### config.mk
export PLATFORM = sky130hd
export DESIGN_NAME = ipsxe_floating_point_lead_one_pipe_v1_0
export DESIGN_NICKNAME = d
export VERILOG_FILES = /design/src/rtl/ipsxe_floating_point_lead_one_pipe_v1_0.sv
export SDC_FILE = /design/constraint.sdc
export NUM_CORES = 1
export LEC_CHECK = 0
export ABC_CLOCK_PERIOD_IN_PS = 2400
export CAP_MARGIN = 0
export CORE_UTILIZATION = 52
export CTS_CLUSTER_DIAMETER = 200
export DETAILED_ROUTE_END_ITERATION = 8
export PLACE_DENSITY_LB_ADDON = 0.12
export SYNTH_ARGS = -nofsm -noshare
export SYNTH_HDL_FRONTEND = slang
export SYNTH_SLANG_ARGS = --single-unit
### constraint.sdc
create_clock -name i_clk -period 2.4 [get_ports i_clk]
set_clock_uncertainty 0.15 [all_clocks]
set_input_delay 0.48 -clock i_clk [delete_from_list [all_inputs] [get_ports i_clk]]
set_output_delay 0.48 -clock i_clk [all_outputs]
set_load 0.02 [all_outputs]
### src/rtl/ipsxe_floating_point_lead_one_pipe_v1_0.sv
// ============================================================================
// ipsxe_floating_point_lead_one_pipe_v1_0
// Pipelined leading/trailing-one locator: bit index, zero count, all-zero flag.
// Revision: 1.0
// ============================================================================
`default_nettype none

module ipsxe_floating_point_lead_one_pipe_v1_0 #(
  parameter int WIDTH       = 64,
  parameter int LOC_BITS    = 6,
  parameter int SEG_WIDTH   = 16,
  parameter int PIPE_STAGES = 2
) (
  input  logic                i_clk,
  input  logic                i_rst_n,
  input  logic                i_aclken,
  input  logic                i_valid,
  input  logic                i_mode,
  input  logic [WIDTH-1:0]    i_data,
  output logic                o_valid,
  output logic [LOC_BITS-1:0] o_one_location,
  output logic [LOC_BITS:0]   o_lz_count,
  output logic                o_zero_judge
);

  localparam int NSEG     = (WIDTH + SEG_WIDTH - 1) / SEG_WIDTH;
  localparam int PAD_W    = NSEG * SEG_WIDTH;
  localparam int SEG_BITS = $clog2(SEG_WIDTH);

  // Index of the first set bit inside one segment; lsb=1 scans from bit 0 upward.
  function automatic logic [SEG_BITS-1:0] seg_locate(input logic [SEG_WIDTH-1:0] seg,
                                                     input logic lsb);
    logic [SEG_BITS-1:0] idx;
    idx = '0;
    if (!lsb) begin
      for (int j = 0; j < SEG_WIDTH; j++) begin
        if (seg[j]) idx = SEG_BITS'(j);
      end
    end else begin
      for (int j = SEG_WIDTH - 1; j >= 0; j--) begin
        if (seg[j]) idx = SEG_BITS'(j);
      end
    end
    return idx;
  endfunction

  // Stage 1: per-segment search on the zero-padded operand
  logic [PAD_W-1:0]                 s1_padded;
  logic [NSEG-1:0]                  s1_nz;
  logic [NSEG-1:0][SEG_BITS-1:0]    s1_idx;

  always_comb begin
    s1_padded = PAD_W'(i_data);
    s1_nz     = '0;
    s1_idx    = '0;
    for (int s = 0; s < NSEG; s++) begin
      s1_nz[s]  = |s1_padded[s*SEG_WIDTH +: SEG_WIDTH];
      s1_idx[s] = seg_locate(s1_padded[s*SEG_WIDTH +: SEG_WIDTH], i_mode);
    end
  end

  logic                             s2_valid;
  logic                             s2_mode;
  logic [NSEG-1:0]                  s2_nz;
  logic [NSEG-1:0][SEG_BITS-1:0]    s2_idx;

  generate
    if (PIPE_STAGES == 2) begin : g_two_stage
      logic                          valid1_q, valid1_d;
      logic                          mode1_q, mode1_d;
      logic [NSEG-1:0]               nz1_q, nz1_d;
      logic [NSEG-1:0][SEG_BITS-1:0] idx1_q, idx1_d;

      always_comb begin
        valid1_d = valid1_q;
        mode1_d  = mode1_q;
        nz1_d    = nz1_q;
        idx1_d   = idx1_q;
        if (i_aclken) begin
          valid1_d = i_valid;
          if (i_valid) begin
            mode1_d = i_mode;
            nz1_d   = s1_nz;
            idx1_d  = s1_idx;
          end
        end
      end

      always_ff @(posedge i_clk or negedge i_rst_n) begin
        if (!i_rst_n) begin
          valid1_q <= 1'b0;
          mode1_q  <= 1'b0;
          nz1_q    <= '0;
          idx1_q   <= '0;
        end else begin
          valid1_q <= valid1_d;
          mode1_q  <= mode1_d;
          nz1_q    <= nz1_d;
          idx1_q   <= idx1_d;
        end
      end

      assign s2_valid = valid1_q;
      assign s2_mode  = mode1_q;
      assign s2_nz    = nz1_q;
      assign s2_idx   = idx1_q;
    end else begin : g_one_stage
      assign s2_valid = i_valid;
      assign s2_mode  = i_mode;
      assign s2_nz    = s1_nz;
      assign s2_idx   = s1_idx;
    end
  endgenerate

  // Stage 2: pick the winning segment; later loop hits override earlier ones
  logic                found;
  logic [LOC_BITS-1:0] sel_loc;
  logic [LOC_BITS:0]   sel_lz;

  always_comb begin
    found   = 1'b0;
    sel_loc = '0;
    if (!s2_mode) begin
      for (int s = 0; s < NSEG; s++) begin
        if (s2_nz[s]) begin
          found   = 1'b1;
          sel_loc = LOC_BITS'(s * SEG_WIDTH) + LOC_BITS'(s2_idx[s]);
        end
      end
    end else begin
      for (int s = NSEG - 1; s >= 0; s--) begin
        if (s2_nz[s]) begin
          found   = 1'b1;
          sel_loc = LOC_BITS'(s * SEG_WIDTH) + LOC_BITS'(s2_idx[s]);
        end
      end
    end
    if (!found)       sel_lz = (LOC_BITS+1)'(WIDTH);
    else if (s2_mode) sel_lz = {1'b0, sel_loc};
    else              sel_lz = (LOC_BITS+1)'(WIDTH - 1) - {1'b0, sel_loc};
  end

  logic                valid_q, valid_d;
  logic [LOC_BITS-1:0] loc_q, loc_d;
  logic [LOC_BITS:0]   lz_q, lz_d;
  logic                zero_q, zero_d;

  always_comb begin
    valid_d = valid_q;
    loc_d   = loc_q;
    lz_d    = lz_q;
    zero_d  = zero_q;
    if (i_aclken) begin
      valid_d = s2_valid;
      if (s2_valid) begin
        loc_d  = sel_loc;
        lz_d   = sel_lz;
        zero_d = ~found;
      end
    end
  end

  always_ff @(posedge i_clk or negedge i_rst_n) begin
    if (!i_rst_n) begin
      valid_q <= 1'b0;
      loc_q   <= '0;
      lz_q    <= '0;
      zero_q  <= 1'b0;
    end else begin
      valid_q <= valid_d;
      loc_q   <= loc_d;
      lz_q    <= lz_d;
      zero_q  <= zero_d;
    end
  end

  assign o_valid        = valid_q;
  assign o_one_location = loc_q;
  assign o_lz_count     = lz_q;
  assign o_zero_judge   = zero_q;

endmodule

`default_nettype wire
==> metrics, run 1 <==
Total Nets Final 529; slew margin rel. 59.7%; gr ovfl total 0; max-slew violation total from the final report 0; Sinks on Clock Net 36; FILL cells 448; detailed-routing iteration count for the pre-antenna-repair pass 4; Post-DRT Antenna Nets 0; hold bufs inserted after CTS 0; critical path class flop to flop; share of cells above drive strength 1 4.78%; max frequency 498 MHz; setup repair after global routing missed its margin false; clock-pin transition on the worst setup and hold timing paths 0.07 ns; largest incremental delay on the critical path 0.56 ns; number of DRC markers after the initial detailed-route iteration 212; Synth cell types 46; post-layout total power 0.00197 W; DRC violations left 0; count of yosys warnings during synthesis 0; core area 0.00514 mm²; Overall Global Routing Usage 27.6%; Avg Synthesized Cell Area 7.43 µm²; setup slack on the worst flop-to-flop path 0.39 ns; hold_sp g_two_stage.idx1_q[3]; vias per std cell 5.99; commonest cells after routing, fill and taps aside 83 x clkdlybuf4s50_1, 44 x nand2_1, 40 x nor2_1; category of the worst setup path launch point flop; portion of total power attributed to sequential cells 41.3%; data arrival time of the critical path 2.07 ns; final design area excluding fillers 0.00379 mm²; placed wire-length estimate after detailed placement 5.78 mm; Die Y-Extent 75.3 µm; sequential element share of the synthesized area 32.3%; sum of negative setup slack 0 ns; number of cells on the worst hold path 1; total CTS buffers 5; Post-CTS Setup Repair Bufs 0; top fanout value on the critical path 13; required time at the worst-slack endpoint 2.46 ns; ys async rst share 100%; list of cells traversed by the critical path nor2b_1, a221oi_1, o311ai_1, o21ai_1, o21ai_1; area grow syn2layout 35.8%; internal power 0.00129 W; Antenna Cells 0; Total Die Area 0.00567 mm²; average wire per cell in the routed design 13.9 µm; total vias in the final route 3174; placed cell areas 0.00371 mm²; total wirelength of the detailed-routed design 7.35 mm; clock network latency to the later pin of the worst-skew pair 0.29 ns; actual slew at the worst max-slew pin 0.604 ns; buffer type at the clock tree root clkbuf_8; fraction of the cycle the final worst path needs 83.6%; wire length of the first global-routing pass 12.1 mm; Port-buffer cells 83; area of the mapped netlist 0.00279 mm²; Cell Rows 26; number of ports placed on the die boundary 84; horizontal extent of the die 75.3 µm; Final Hold Violating Endpoints 0; P_sw 0.000686 W; TritonCTS clock tree yes; number of cells traversed by the worst register-to-register path 5; worst hold-check path type flop to flop; outcome finished clean; Seq cells post-synth 36; leakage dissipation 1.55 nW; sw frac 34.7%; Post-synth EDFFs 0; crit end category flop; CTS Buffer Depth 2; Max-cap violations 0; VDD IR-drop max 0.320 mV; reg-to-reg endpoint o_one_location[0]; H-tree depth reported by CTS 2; library cell contributing the largest single delay on the critical path dfrtp_1; most common cell after layout, fill and taps aside clkdlybuf4s50_1; Min-Delay Endpoint g_two_stage.idx1_q[3]; number of global-route vias before repair 2846; Util after Layout 73.8%; clock period minus worst slack 2.01 ns; Net Count, Synth 445; Most common cell on crit path o21ai_1; clock power share 19.9%; Reg-to-Reg Start g_two_stage.nz1_q[3]; relative contribution of combinational cells to total power 38.8%; synthesized instance count 376; initial cell density of the core 54.3%; initial antenna violation count 0; final RePlAce weighted congestion 0.915; cells resized by post-CTS repair 0; PD cells 521 mW/mm²; # setup viols final 0; predominant post-synthesis flop cell dfrtp_1; pin count of the biggest net entering global routing 37
==> metrics by stage <==
step,std cells,hold WS (ns),setup WS (ns)
CTS,530,0.334,0.419
global route,530,0.349,0.191
global placement,523,0.311,0.141
floorplan,376,0.0344,0.681
finish,530,0.333,0.394
detailed placement,523,0.321,0.116
==> power groups by stage <==
stage / sequential [W] / clock (W) / combinational (W)
global route: 0.000830 / 0.000429 / 0.000845
global placement: 0.000818 / 0 / 0.000740
finish: 0.000815 / 0.000393 / 0.000765
CTS: 0.000814 / 0.000402 / 0.000764
floorplan: 0.000854 / 0 / 0.000349
detailed placement: 0.000826 / 0 / 0.000761
==> per-layer routing <==
layer | wire length (µm) | track usage (%)
met1 | 3280 | 36.4
met2 | 3590 | 45.1
met3 | 368 | 5.09
met5 | 0 | 0
met4 | 110 | 10.5
==> critical path: cells and delay by family (launching register included) <==
| kind | cells | cell delay [ns] |
|---|---|---|
| AND/OR/NAND/NOR | 1 | 0.40 |
| AO/OA/AOI/OAI | 4 | 0.82 |
| flip-flops | 1 | 0.56 |
==> Yosys cell counts (8+ instances only) <==
library cell,count,area [µm²]
o31ai_1,11,82.6
nor4_1,9,56.3
dfrtp_1,36,901
o21ai_0,13,65.1
o21ai_1,28,140
nor3_1,8,40.0
inv_1,30,113
clkbuf_1,12,45.0
a21oi_1,32,160
nor2_1,40,150
a221oi_1,14,123
nand2_1,44,165
==> area by class of cell <==
type / count / area, µm² / share of cell area (%)
Clock buffer: 6 / 72.6 / 1.91
Clock inverter: 1 / 5.00 / 0.132
Inverter: 31 / 116 / 3.07
Multi-Input combinational cell: 293 / 1700 / 44.9
Sequential cell: 36 / 901 / 23.8
Tap cell: 70 / 87.6 / 2.31
Timing Repair Buffer: 93 / 906 / 23.9
==> registers in the layout, summed over array words and instances (netlist names) <==
name and cells:
g_two_stage.idx1_q 16, g_two_stage.mode1_q 1, o_valid 1, g_two_stage.nz1_q 4, o_lz_count 7, g_two_stage.valid1_q 1, o_one_location 6
==> kinds of logic (layout without fill, tap and decap cells) <==
logic type | Yosys count | in the layout | share of synthesized area, %
AND/OR/NAND/NOR | 131 | 131 | 22.2
AO/OA/AOI/OAI | 162 | 162 | 38.8
buffers and inverters | 47 | 131 | 6.76
flip-flops | 36 | 36 | 32.3
==> how the worst max path moves through the flow <==
stage / to / startpoint / cells past startpoint / slack [ns]
after floorplan: g_two_stage.idx1_q[7] / i_data[23] / 4 / 0.68
after global placement: g_two_stage.idx1_q[13] / i_data[53] / 6 / 0.14
after detailed placement: g_two_stage.idx1_q[13] / i_data[53] / 6 / 0.12
after CTS: g_two_stage.idx1_q[13] / i_data[53] / 6 / 0.42
after global routing: o_one_location[2] / g_two_stage.nz1_q[3] / 5 / 0.19
final: o_one_location[0] / g_two_stage.nz1_q[3] / 5 / 0.39
No activity file was read; power rests on OpenSTA's default activity.
==> inputs of run 2 (changes only) <==
Settings changed: ABC_CLOCK_PERIOD_IN_PS 2400 to 2100, CORE_UTILIZATION 52 to 48.
Clock period 2.4 ns to 2.1 ns, I/O delays scaled along.
==> metrics, run 2 (synthesis gave the netlist of run 1 again) <==
share of cells above drive strength 1 12.2% (was 4.78%); number of DRC markers after the initial detailed-route iteration 201 (was 212); horizontal extent of the die 78.3 µm (was 75.3 µm); PD cells 578 mW/mm² (was 521 mW/mm²); Die Y-Extent 78.3 µm (was 75.3 µm); initial cell density of the core 50.4% (was 54.3%); number of ports placed on the die boundary 84 (unchanged); Final Hold Violating Endpoints 0 (unchanged); buffer type at the clock tree root clkbuf_8 (unchanged); total wirelength of the detailed-routed design 7.86 mm (was 7.35 mm); category of the worst setup path launch point primary input (was flop); actual slew at the worst max-slew pin 0.566 ns (was 0.604 ns); final design area excluding fillers 0.00410 mm² (was 0.00379 mm²); TritonCTS clock tree yes (unchanged); pre-CTS setup slack -0.0991 ns (was 0.116 ns); placed wire-length estimate after detailed placement 6.24 mm (was 5.78 mm); cells resized by post-CTS repair 0 (unchanged); total CTS buffers 5 (unchanged); crit end category flop (unchanged); Total Nets Final 566 (was 529); Max-cap violations 0 (unchanged); pin count of the biggest net entering global routing 37 (unchanged); max-slew violation total from the final report 0 (unchanged); cell total after placement 562 (was 523); slew margin rel. 62.3% (was 59.7%); list of cells traversed by the critical path clkdlybuf4s50_1, or4_4, nand2b_1, a221oi_1, a21o_1 (was nor2b_1, a221oi_1, o311ai_1, o21ai_1, o21ai_1); hold bufs inserted after CTS 0 (unchanged); final RePlAce weighted congestion 0.873 (was 0.915); core area 0.00554 mm² (was 0.00514 mm²); wire length of the first global-routing pass 13.2 mm (was 12.1 mm); fraction of the cycle the final worst path needs 90.8%; H-tree depth reported by CTS 2 (unchanged); Cell Rows 27 (was 26); library cell contributing the largest single delay on the critical path or4_4 (was dfrtp_1); CTS Buffer Depth 2 (unchanged); vias per std cell 5.91 (was 5.99); Port-buffer cells 83 (unchanged); sum of negative setup slack 0 ns (unchanged); gr ovfl total 0 (unchanged); clock-pin transition on the worst setup and hold timing paths 0.07 ns (about the same); critical path class primary input to flop (was flop to flop); setup repair after global routing missed its margin false (unchanged); Util after Layout 74.0% (was 73.8%); leakage dissipation 1.74 nW (was 1.55 nW); initial antenna violation count 0 (unchanged); Total Die Area 0.00613 mm² (was 0.00567 mm²); DRC violations left 0 (unchanged); Overall Global Routing Usage 26.9% (was 27.6%); largest incremental delay on the critical path 0.55 ns (was 0.56 ns); required time at the worst-slack endpoint 2.19 ns (was 2.46 ns); setup slack on the worst flop-to-flop path 0.28 ns (was 0.39 ns); average wire per cell in the routed design 13.8 µm (was 13.9 µm); clock period minus worst slack 1.91 ns; max reg flops 16 (unchanged); area grow syn2layout 46.8% (was 35.8%); Sinks on Clock Net 36 (unchanged); most common cell after layout, fill and taps aside clkdlybuf4s50_1 (unchanged); Post-CTS Setup Repair Bufs 0 (unchanged); Final Worst Setup Slack 0.193 ns (was 0.394 ns); # setup viols final 0 (unchanged); Post-DRT Antenna Nets 0 (unchanged); detailed-routing iteration count for the pre-antenna-repair pass 5 (was 4); Antenna Cells 0 (unchanged); commonest cells after routing, fill and taps aside 83 x clkdlybuf4s50_1, 46 x buf_4, 44 x nand2_1 (was 83 x clkdlybuf4s50_1, 44 x nand2_1, 40 x nor2_1); data arrival time of the critical path 1.99 ns (was 2.07 ns); worst hold-check path type flop to flop (unchanged); placed cell areas 0.00401 mm² (was 0.00371 mm²); max frequency 524 MHz; top register by number of flip-flops g_two_stage.idx1_q (unchanged); Non-Filler Instances 570 (was 530); outcome finished clean (unchanged); number of global-route vias before repair 2992 (was 2846); top fanout value on the critical path 3 (was 13); total vias in the final route 3369 (was 3174); clock network latency to the later pin of the worst-skew pair 0.29 ns (about the same); VDD IR-drop max 0.458 mV (was 0.320 mV)
run 2: cell types whose count changed in the layout (fill, tap and decap cells not counted):
cell | previous run | this run
clkinv_2 | 1 | 2
clkbuf_1 | 1 | 0
buf_4 | 10 | 46
clkbuf_8 | 5 | 6
buf_12 | 0 | 1
run 2: layer usage:
metal | track usage (%) | vias to the layer above | part of all wire, %
li1 | - | 1654 | -
met3 | 4.07 | 18 | 6.6
met2 | 44.6 | 135 | 48
met5 | 0 | - | 0
met1 | 34.5 | 1562 | 43
met4 | 12.0 | 0 | 2.1
run 2: power breakdown:
group | total (W) | internal [W] | switching (W)
clock network | 0.000507 | 0.000261 | 0.000245
registers | 0.000923 | 0.000817 | 0.000106
logic | 0.000938 | 0.000476 | 0.000462
run 2: worst max-delay path, delay by kind of cell:
family                 cells  cell delay [ns]
buffers and inverters      1             0.44
AO/OA/AOI/OAI              2             0.41
AND/OR/NAND/NOR            2             0.72
run 2: final cells by class:
| class | count | area [µm²] |
|---|---|---|
| Tap cell | 72 | 90.1 |
| Clock buffer | 6 | 82.6 |
| Sequential cell | 36 | 901 |
| Inverter | 31 | 116 |
| Multi-Input combinational cell | 293 | 1700 |
| Clock inverter | 2 | 10.0 |
| Fill cell | 474 | 1440 |
| Timing Repair Buffer | 130 | 1200 |
run 2: through the flow:
step           hold WS, ns  total power (W)
2_1_floorplan      -0.0256          0.00137
3_3_place_gp         0.311          0.00184
3_5_place_dp         0.318          0.00187
4_1_cts              0.339          0.00237
5_1_grt              0.360          0.00252
6_report             0.334          0.00237
run 2: final timing paths:
path,from,to,cells after the start
setup / recovery,i_data[23],g_two_stage.idx1_q[7],5
hold / removal,o_lz_count[1],o_lz_count[1],2
setup reg to reg,g_two_stage.nz1_q[2],o_one_location[3],5
hold reg to reg,o_lz_count[1],o_lz_count[1],2
max in group asynchronous,i_rst_n,g_two_stage.idx1_q[8],2
min in group asynchronous,i_rst_n,o_one_location[2],2
==> inputs of run 3 (changes only) <==
Settings changed: CORE_UTILIZATION 48 to 60, CTS_CLUSTER_SIZE from default to 28, DONT_BUFFER_PORTS from default to 1, SLEW_MARGIN from default to 15.
==> metrics, run 3 (synthesis gave the netlist of run 1 again) <==
Post-DRT Antenna Nets 0 (unchanged); cell total after placement 419 (was 562); horizontal extent of the die 70.2 µm (was 78.3 µm); share of cells above drive strength 1 5.84% (was 12.2%); crit end category flop (unchanged); hold bufs inserted after CTS 2 (was 0); average wire per cell in the routed design 16.1 µm (was 13.8 µm); DRC violations left 0 (unchanged); wire length of the first global-routing pass 11.4 mm (was 13.2 mm); Min-Delay Endpoint o_valid (was o_lz_count[1]); most common cell after layout, fill and taps aside nand2_1 (was clkdlybuf4s50_1); sum of negative setup slack 0 ns (unchanged); VDD IR-drop max 0.369 mV (was 0.458 mV); data arrival time of the critical path 1.82 ns (was 1.99 ns); Overall Global Routing Usage 28.7% (was 26.9%); Sinks on Clock Net 36 (unchanged); Max-cap violations 0 (unchanged); number of ports placed on the die boundary 84 (unchanged); Die Y-Extent 70.2 µm (was 78.3 µm); Total Die Area 0.00493 mm² (was 0.00613 mm²); commonest cells after routing, fill and taps aside 44 x nand2_1, 40 x nor2_1, 36 x dfrtp_1 (was 83 x clkdlybuf4s50_1, 46 x buf_4, 44 x nand2_1); Final Hold Violating Endpoints 0 (unchanged); max reg flops 16 (unchanged); final design area excluding fillers 0.00296 mm² (was 0.00410 mm²); total wirelength of the detailed-routed design 6.92 mm (was 7.86 mm); cells resized by post-CTS repair 0 (unchanged); initial antenna violation count 0 (unchanged); clock period minus worst slack 1.77 ns (was 1.91 ns); Antenna Cells 0 (unchanged); register area 901 µm² (unchanged); Non-Filler Instances 429 (was 570); buffer type at the clock tree root clkbuf_8 (unchanged); max frequency 564 MHz (was 524 MHz); top register by number of flip-flops g_two_stage.idx1_q (unchanged); pin count of the biggest net entering global routing 37 (unchanged); max-slew violation total from the final report 0 (unchanged); vias per std cell 6.70 (was 5.91); final RePlAce weighted congestion 0.916 (was 0.873); clock network latency to the later pin of the worst-skew pair 0.28 ns (was 0.29 ns); total CTS buffers 5 (unchanged); number of DRC markers after the initial detailed-route iteration 199 (was 201); Post-CTS Setup Repair Bufs 0 (unchanged); Cell Rows 24 (was 27); number of cells on the worst hold path 1 (was 2); PD cells 670 mW/mm² (was 578 mW/mm²); hold_sp i_aclken (was o_lz_count[1]); leakage dissipation 1.23 nW (was 1.74 nW); setup repair after global routing missed its margin false (unchanged); worst hold-check path type primary input to flop (was flop to flop); slew margin rel. 58.4% (was 62.3%); Worst Hold Margin 0.0903 ns (was 0.334 ns); H-tree depth reported by CTS 2 (unchanged); Reg-to-Reg Start g_two_stage.nz1_q[2] (unchanged); critical path class flop to flop (was primary input to flop); FILL cells 394 (was 474); setup slack on the worst flop-to-flop path 0.33 ns (was 0.28 ns); top fanout value on the critical path 7 (was 3); required time at the worst-slack endpoint 2.15 ns (was 2.19 ns); clock-pin transition on the worst setup and hold timing paths 0.07 ns (about the same); # setup viols final 0 (unchanged); reg-to-reg endpoint o_one_location[2] (was o_one_location[3]); fraction of the cycle the final worst path needs 84.5% (was 90.8%); initial cell density of the core 63.3% (was 50.4%); total vias in the final route 2876 (was 3369); number of global-route vias before repair 2621 (was 2992); gr ovfl total 0 (unchanged); category of the worst setup path launch point flop (was primary input); actual slew at the worst max-slew pin 0.622 ns (was 0.566 ns); Total Nets Final 445 (was 566); number of cells traversed by the worst register-to-register path 5 (unchanged); TritonCTS clock tree yes (unchanged); Util after Layout 67.1% (was 74.0%); area used by multi-input combinational logic 0.00170 mm² (unchanged); CTS Buffer Depth 2 (unchanged); area grow syn2layout 6.00% (was 46.8%); placed cell areas 0.00284 mm² (was 0.00401 mm²); detailed-routing iteration count for the pre-antenna-repair pass 5 (unchanged); placed wire-length estimate after detailed placement 5.31 mm (was 6.24 mm); outcome finished clean (unchanged); core area 0.00441 mm² (was 0.00554 mm²); Port-buffer cells 0 (was 83)
run 3: how the worst max path moves through the flow:
stage	start	end	slack (ns)	depth (start not counted)
after floorplan	i_data[23]	g_two_stage.idx1_q[7]	0.44	4
after global placement	i_data[23]	g_two_stage.idx1_q[7]	0.40	4
after detailed placement	g_two_stage.nz1_q[2]	o_lz_count[1]	0.38	5
after CTS	g_two_stage.nz1_q[2]	o_lz_count[1]	0.36	5
after global routing	g_two_stage.nz1_q[2]	o_one_location[1]	0.15	5
final	g_two_stage.nz1_q[2]	o_one_location[2]	0.33	5
run 3: worst max-delay path: stages, from the launching register on:
cell and delay (ns):
dfrtp_1 0.44, nor2b_1 0.32, a221oi_1 0.13, o311ai_1 0.35
o21ai_1 0.15, o21ai_1 0.15
run 3: per-stage QoR:
stage,setup WS (ns),power [W]
floorplan,0.441,0.00137
global placement,0.404,0.00147
detailed placement,0.379,0.00148
CTS,0.358,0.00199
global route,0.153,0.00211
finish,0.327,0.00198
run 3: per-layer routing:
layer  up-vias  GRT usage [%]  part of all wire (%)
li1       1415              -                     -
met1      1341           40.3                    46
met2       118           45.1                    47
met3         2           5.77                   6.0
met4         0           7.33                  0.58
met5         -              0                     0
run 3: area by class of cell:
class                           count  area share [%]
Sequential cell                    36            30.4
Clock buffer                        6            2.79
Timing Repair Buffer                9            2.79
Inverter                           31            3.93
Multi-Input combinational cell    293            57.5
Clock inverter                      2           0.338
Tap cell                           52            2.20
run 3: report_power, final:
group	total, W	leakage, nW	internal (W)	switching (W)
sequential	0.00102	0.429	0.000817	0.000205
clock	0.000497	0.0510	0.000262	0.000236
combinational	0.000466	0.752	0.000212	0.000254
